**src/rtl/cache_mem_arbiter.sv**
```systemverilog
// Arbitrates icache and dcache single-word RAM requests onto one RAM port.
// dcache has priority; a starvation counter forces an icache grant after a run of dcache words.
module cache_mem_arbiter #(
  parameter int STARVE_LIMIT = 4,
  parameter int CNTW         = 3
) (
  input  logic        CLK,
  input  logic        RST,
  input  logic        dREN,
  input  logic        dWEN,
  input  logic [31:0] daddr,
  input  logic [31:0] dstore,
  output logic        dwait,
  output logic [31:0] dload,
  input  logic        iREN,
  input  logic [31:0] iaddr,
  output logic        iwait,
  output logic [31:0] iload,
  output logic        ramREN,
  output logic        ramWEN,
  output logic [31:0] ramaddr,
  output logic [31:0] ramstore,
  input  logic [31:0] ramload,
  input  logic [1:0]  ramstate
);

  localparam logic [1:0] IDLE = 2'd0;
  localparam logic [1:0] DGNT = 2'd1;
  localparam logic [1:0] IGNT = 2'd2;

  localparam logic [1:0] RAM_ACCESS = 2'b10;
  localparam logic [CNTW-1:0] LIMIT = CNTW'(STARVE_LIMIT);

  logic [1:0]      state_reg, state_next;
  logic [CNTW-1:0] starve_cnt_reg, starve_cnt_next;
  logic            dreq;

  assign dreq = dREN | dWEN;

  always_comb begin
    state_next      = state_reg;
    starve_cnt_next = starve_cnt_reg;
    ramREN          = 1'b0;
    ramWEN          = 1'b0;
    ramaddr         = 32'd0;
    ramstore        = 32'd0;
    dwait           = 1'b1;
    dload           = 32'd0;
    iwait           = 1'b1;
    iload           = 32'd0;

    case (state_reg)
      IDLE: begin
        if (dreq && iREN && starve_cnt_reg == LIMIT) begin
          state_next = IGNT;
        end else if (dreq) begin
          state_next = DGNT;
        end else if (iREN) begin
          state_next = IGNT;
        end
      end

      DGNT: begin
        // Address and data pass straight through; the dcache holds them stable until dwait drops.
        ramWEN   = dWEN;
        ramREN   = dREN & ~dWEN;
        ramaddr  = daddr;
        ramstore = dstore;
        if (!dreq) begin
          state_next = IDLE;
        end else if (ramstate == RAM_ACCESS) begin
          dwait      = 1'b0;
          dload      = dWEN ? 32'd0 : ramload;
          state_next = IDLE;
          if (!iREN) begin
            starve_cnt_next = '0;
          end else if (starve_cnt_reg != LIMIT) begin
            starve_cnt_next = starve_cnt_reg + 1'b1;
          end
        end
      end

      IGNT: begin
        ramREN  = iREN;
        ramaddr = iaddr;
        if (!iREN) begin
          state_next = IDLE;
        end else if (ramstate == RAM_ACCESS) begin
          iwait           = 1'b0;
          iload           = ramload;
          state_next      = IDLE;
          starve_cnt_next = '0;
        end
      end

      default: begin
        state_next = IDLE;
      end
    endcase
  end

  always_ff @(posedge CLK) begin
    if (RST) begin
      state_reg      <= IDLE;
      starve_cnt_reg <= '0;
    end else begin
      state_reg      <= state_next;
      starve_cnt_reg <= starve_cnt_next;
    end
  end

endmodule
```
**config.mk**
```make
export PLATFORM = sky130hd
export DESIGN_NAME = cache_mem_arbiter
export DESIGN_NICKNAME = d
export VERILOG_FILES = /design/src/rtl/cache_mem_arbiter.sv
export SDC_FILE = /design/constraint.sdc
export NUM_CORES = 1
export LEC_CHECK = 0
export ABC_AREA = 1
export CORE_AREA = 2 2 104 106
export DETAILED_ROUTE_END_ITERATION = 10
export DIE_AREA = 0 0 106 108
export RECOVER_POWER = 50
export SLEW_MARGIN = 15
export SYNTH_ARGS = -nofsm -noshare
export SYNTH_HDL_FRONTEND = slang
export SYNTH_SLANG_ARGS = --single-unit
```
**constraint.sdc**
```tcl
create_clock -name CLK -period 4.4 [get_ports CLK]
set_input_delay 1.32 -clock CLK [delete_from_list [all_inputs] [get_ports CLK]]
set_output_delay 1.32 -clock CLK [all_outputs]
set_load 0.01 [all_outputs]
```
Word level (Yosys, flattened, before mapping)
Cells that the tools add are included.
{"block": "op_classes", "addsub": 1, "eq_ne": 11, "n_mux": 30, "n_bitwise": 3, "reduce_logical": 5}
{"op": "$mux W32", "count": 8}
{"op": "$pmux W32 S2", "count": 1}
{"op": "$mux W3", "count": 6}
{"op": "$mux W2", "count": 6}
{"op": "$ne A2 B2 Y1 const B", "count": 4}
{"op": "$mux W1", "count": 6}
{"op": "$ne A3 B3 Y1 const B", "count": 2}
{"op": "$pmux W2 S3", "count": 1}
{"op": "$pmux W3 S2", "count": 1}
{"op": "$reduce_and A6 Y1", "count": 1}
{"op": "$eq A2 B2 Y1 const B", "count": 2}
{"op": "$ne A4 B4 Y1 const B", "count": 1}
{"op": "$add A3 B1 Y3 const B", "count": 1}
{"op": "$eq A3 B3 Y1 const B", "count": 1}
{"op": "$eq A2 B1 Y1 const B", "count": 1}
{"op": "$logic_and A1 B1 Y1", "count": 2}
{"op": "$logic_not A2 Y1", "count": 1}
{"op": "$pmux W1 S2", "count": 1}
{"op": "$reduce_bool A2 Y1", "count": 1}
{"op": "$and A1 B1 Y1", "count": 1}
{"op": "$not A1 Y1", "count": 1}
{"op": "$or A1 B1 Y1", "count": 1}
{"block": "totals", "regBits": 5, "in_bits": 135, "out_inout_bits": 132, "elab_cells": 52}

Logic depth before layout (Yosys ltp)
{"block": "depth", "word_depth": 6, "mapped_depth": 11, "depth_no_buf": 10}

Worst setup path before layout
Ideal clock, no wire load.
{"block": "synth_timing", "kind": "input to output", "startpoint": "input ramstate[1]", "endpoint": "output iload[22]", "arrival_time_ns": 1.995, "required_ns": 3.080, "slack_ns": 1.085, "path_stages": 5, "n_path_buf": 1, "path_cell_list": "inv_1 -> nor2_4 -> nand3_2 -> buf_2 -> nor2_1"}
{"block": "synth_via", "elab_chain_cells": 4}
{"item": "from (decl)", "line": "24", "rtl": "input logic [1:0] ramstate"}
{"item": "$eq A2 B2 Y1", "line": "88", "rtl": "end else if (ramstate == RAM_ACCESS) begin"}
{"item": "$mux W32", "line": "88"}
{"item": "$mux W32", "line": "86", "rtl": "if (!iREN) begin"}
{"item": "$mux W32", "line": "52", "rtl": "case (state_reg)"}
{"item": "to (decl)", "line": "18", "rtl": "output logic [31:0] iload,"}
Every way passes these cells.

Worst setup path after layout
{"block": "layout_timing", "startpoint": "input dREN", "endpoint": "output dload[20]"}
{"block": "layout_via", "elab_chain_cells": 3}
{"item": "from (decl)", "line": "9", "rtl": "input logic dREN,"}
{"item": "$or A1 B1 Y1", "line": "38", "rtl": "assign dreq = dREN | dWEN;"}
{"item": "$mux W32", "line": "69", "rtl": "if (!dreq) begin"}
{"item": "$mux W32", "line": "52"}
{"item": "to (decl)", "line": "14", "rtl": "output logic [31:0] dload,"}
Every way passes these cells.

==> metrics.txt <==
# TYPE chip_impl_metric gauge
chip_impl_info{name="status",value="complete, no violations"} 1
chip_impl_metric{name="grt_max_degree",unit=""} 58
chip_impl_metric{name="first_global_vias",unit=""} 2672
chip_impl_metric{name="globalRouteTotalUtil",unit="%"} 14.7
chip_impl_metric{name="clock_sink_count",unit=""} 5
chip_impl_metric{name="drive_above_1_share",unit="%"} 3.10
chip_impl_metric{name="synth_fp_nets",unit=""} 498
chip_impl_metric{name="max_freq",unit="GHz"} 0.234
chip_impl_metric{name="power_density",unit="mW/mm^2"} 113
chip_impl_metric{name="path_max_fanout",unit=""} 32
chip_impl_metric{name="gp_congestion",unit=""} 0.838
chip_impl_metric{name="floorplan.die_area",unit="mm^2"} 0.0114
chip_impl_metric{name="postSynthAreaPerCell",unit="um^2"} 4.49
chip_impl_metric{name="place.port_buffers",unit=""} 266
chip_impl_metric{name="place_inst",unit=""} 745
chip_impl_metric{name="globalRoute.totalOverflow",unit=""} 0
chip_impl_metric{name="post-route-drc-count",unit=""} 0
chip_impl_metric{name="max_cap_viol_count",unit=""} 0
chip_impl_info{name="cp-endpoint",value="dload[20]"} 1
chip_impl_metric{name="wire_length_of_the_first_global_routing_pass",unit="um"} 13800
chip_impl_metric{name="routed_wl",unit="um"} 9420
chip_impl_metric{name="worstRegToRegCells",unit=""} 9
chip_impl_metric{name="htreeDepth",unit=""} 1
chip_impl_metric{name="ys_warn_count",unit=""} 0
chip_impl_metric{name="final_max_slew_viol_count",unit=""} 0
chip_impl_metric{name="place.detailed.hpwl",unit="um"} 8050
chip_impl_info{name="hold_class",value="register to register"} 1
chip_impl_metric{name="vias",unit=""} 2950
chip_impl_metric{name="finClkSkew",unit="ps"} 0.105
chip_impl_info{name="hold_path_startpoint",value="state_reg[1]$_SDFFE_PP0P_"} 1
chip_impl_metric{name="fin_setup_tns",unit="ps"} 0
chip_impl_metric{name="detailedPlace.worstSlack",unit="ps"} 130
chip_impl_metric{name="worst_slew_pin_slew",unit="ps"} 671
chip_impl_metric{name="die_height",unit="um"} 108
chip_impl_info{name="worst_r2r_endpoint",value="starve_cnt_reg[2]$_SDFFE_PP0P_"} 1
chip_impl_metric{name="largest_register_ff_count",unit=""} 3
chip_impl_metric{name="finalSetupViolCount",unit=""} 0
chip_impl_info{name="worst_path_dominant_cell_family",value="buffers and inverters"} 1
chip_impl_metric{name="synth-seq-area-share",unit="%"} 6.25
chip_impl_metric{name="wl_per_instance",unit="um"} 12.6
chip_impl_info{name="critical_path.reg2reg.startpoint",value="state_reg[0]$_SDFFE_PP0P_"} 1
chip_impl_metric{name="avgViaCountPerCell",unit=""} 3.94
chip_impl_metric{name="route.antenna.remaining_nets",unit=""} 0
chip_impl_metric{name="number_of_instances_in_the_synthesized_netlist",unit=""} 357
chip_impl_info{name="endpoint_kind",value="primary output"} 1
chip_impl_metric{name="critical_path.max_stage_delay",unit="ps"} 620
chip_impl_metric{name="core_area",unit="mm^2"} 0.0102
chip_impl_metric{name="power.static_leakage",unit="uW"} 0.00222
chip_impl_metric{name="required",unit="ps"} 3080
chip_impl_metric{name="finalCritPeriodShare",unit="%"} 97.1
chip_impl_metric{name="fin_cells",unit=""} 749
chip_impl_metric{name="synth_seq_cells",unit=""} 5
chip_impl_metric{name="hold_viol_final",unit=""} 0
chip_impl_info{name="timing.setup.critical_path_class",value="primary input to primary output"} 1
chip_impl_metric{name="netlist_area",unit="mm^2"} 0.00160
chip_impl_metric{name="post_synth_num_cell_types",unit=""} 18
chip_impl_metric{name="cts.repair.resized",unit=""} 0
chip_impl_metric{name="starting_density_of_the_core",unit="%"} 15.7
chip_impl_metric{name="ff2ff_setup_slack",unit="ps"} 2740
chip_impl_info{name="cts_tree",value="done"} 1
chip_impl_metric{name="grt_antenna_before_repair",unit=""} 0
chip_impl_metric{name="minimum_clock_period_after_layout",unit="ps"} 4270
chip_impl_metric{name="postCtsHoldBufs",unit=""} 0
chip_impl_metric{name="n_fill_cell",unit=""} 1061
chip_impl_info{name="grt_setup_unrepaired",value="false"} 1
chip_impl_info{name="cts-root-buf",value="clkbuf_8"} 1
chip_impl_metric{name="first_iter_violations",unit=""} 170
chip_impl_info{name="slowest_stage",value="dlygate4sd3_1"} 1
chip_impl_metric{name="finalNetCount",unit=""} 755
chip_impl_metric{name="post_cts_buffers",unit=""} 0
chip_impl_metric{name="count_of_antenna_diodes_in_the_layout",unit=""} 0
chip_impl_metric{name="rows",unit=""} 37
chip_impl_metric{name="worst_ir_drop_vdd",unit="V"} 0.000140
chip_impl_metric{name="slew_headroom",unit="%"} 55.2
chip_impl_info{name="startpoint_type",value="primary input"} 1
chip_impl_metric{name="area_growth_syn_to_layout",unit="%"} 178
chip_impl_metric{name="drt_first_pass_iters",unit=""} 5
chip_impl_metric{name="crit_buf_inv",unit=""} 3
chip_impl_metric{name="critical_path_arrival",unit="ps"} 2950
chip_impl_metric{name="timing.final.ws_setup",unit="ps"} 126
chip_impl_info{name="crit_path_cell_trace",value="dlygate4sd3_1 -> nand4_2 -> buf_12 -> nor2_1 -> clkdlybuf4s50_1"} 1
chip_impl_metric{name="clock_insertion_delay_worst_skew",unit="ps"} 220
chip_impl_metric{name="crit_cells",unit=""} 5
chip_impl_metric{name="worst_setup_hold_path_clk_slew",unit="ps"} 30
chip_impl_info{name="cp-startpoint",value="dREN"} 1
chip_impl_metric{name="fp.dieW",unit="um"} 106
chip_impl_metric{name="pin_count",unit=""} 267
chip_impl_metric{name="max-clock-path-buffers",unit=""} 2
chip_impl_metric{name="cts_inserted_buffers",unit=""} 3
==> cell usage in the layout, fill, tap and decap left out, types with 3 or more instances in the layout <==
master,Yosys,final
clkbuf_8,0,3
nand3_1,8,8
ha_1,6,5
nor2_1,74,75
dfxtp_1,5,5
nand2_2,3,3
nand2_1,119,119
inv_1,77,77
dlygate4sd3_1,0,64
buf_12,0,3
clkdlybuf4s50_1,0,202
buf_4,5,4
a21oi_1,37,37
==> worst min path at each step <==
stage	endpoint	depth (start not counted)
global placement	state_reg[1]$_SDFFE_PP0P_	2
detailed placement	state_reg[1]$_SDFFE_PP0P_	2
floorplan	state_reg[1]$_SDFFE_PP0P_	2
global route	state_reg[1]$_SDFFE_PP0P_	2
CTS	state_reg[1]$_SDFFE_PP0P_	2
finish	state_reg[1]$_SDFFE_PP0P_	2
==> cell type report <==
type	instances	area [um^2]	share of cell area, %
repair buffers	273	2750	61.8
multi-input cells	253	1100	24.6
inverters	78	293	6.57
well taps	136	170	3.82
flip-flops and latches	5	100	2.25
clock buffers	4	45.0	1.01
==> stage by stage <==
step / hold WS (ps) / power [uW] / area, um^2 / util, %
2_1_floorplan: 470 / 199 / 1600 / -
3_3_place_gp: 494 / 439 / 4410 / 43.1
3_5_place_dp: 499 / 442 / 4410 / 43.1
4_1_cts: 504 / 529 / 4460 / 43.6
5_1_grt: 539 / 548 / 4460 / 43.6
6_report: 500 / 505 / 4460 / 43.6
==> worst register-to-register path, cell delays in order, from the launching register on <==
cell     delay [ps]
dfxtp_1         370
inv_1           100
ha_1            380
inv_2           110
nor2_1           40
nor2_1          300
nand3_1         120
nand2_1          80
inv_1            40
nor2_2           60
==> metal layers <==
metal | share of wire, % | vias to the layer above | GRT usage, %
li1 | - | 1537 | -
met1 | 39 | 1306 | 17.3
met2 | 55 | 105 | 29.3
met3 | 5.6 | 2 | 2.47
met4 | 0.25 | 0 | 0.564
met5 | 0 | - | 0
==> synthesized netlist by cell type (all sizes together) <==
master    n  area share (%)
nand3     9             3.1
nand2   122              29
nor2     77              19
inv      78              18
or2       1            0.39
clkbuf    2            0.47
dfxtp     5             6.3
buf      19             6.6
nand4     1            0.78
a21oi    37              12
ha        6             4.7
==> power breakdown <==
| group | total, uW | switching [uW] | leakage (uW) | internal (uW) |
|---|---|---|---|---|
| Combinational | 371 | 165 | 0.00216 | 206 |
| Sequential | 51.5 | 2.77 | 0.0000408 | 48.7 |
| Clock | 82.1 | 20.2 | 0.0000228 | 62.0 |
==> logic make-up after synthesis <==
| family | Yosys count | synth area share, % |
|---|---|---|
| fa+ha+maj | 6 | 4.69 |
| buf+inv | 99 | 25.3 |
| simple gates | 210 | 52.2 |
| compound gates | 37 | 11.6 |
| flops | 5 | 6.25 |
Note: power is estimated with default switching activity, not from simulation.
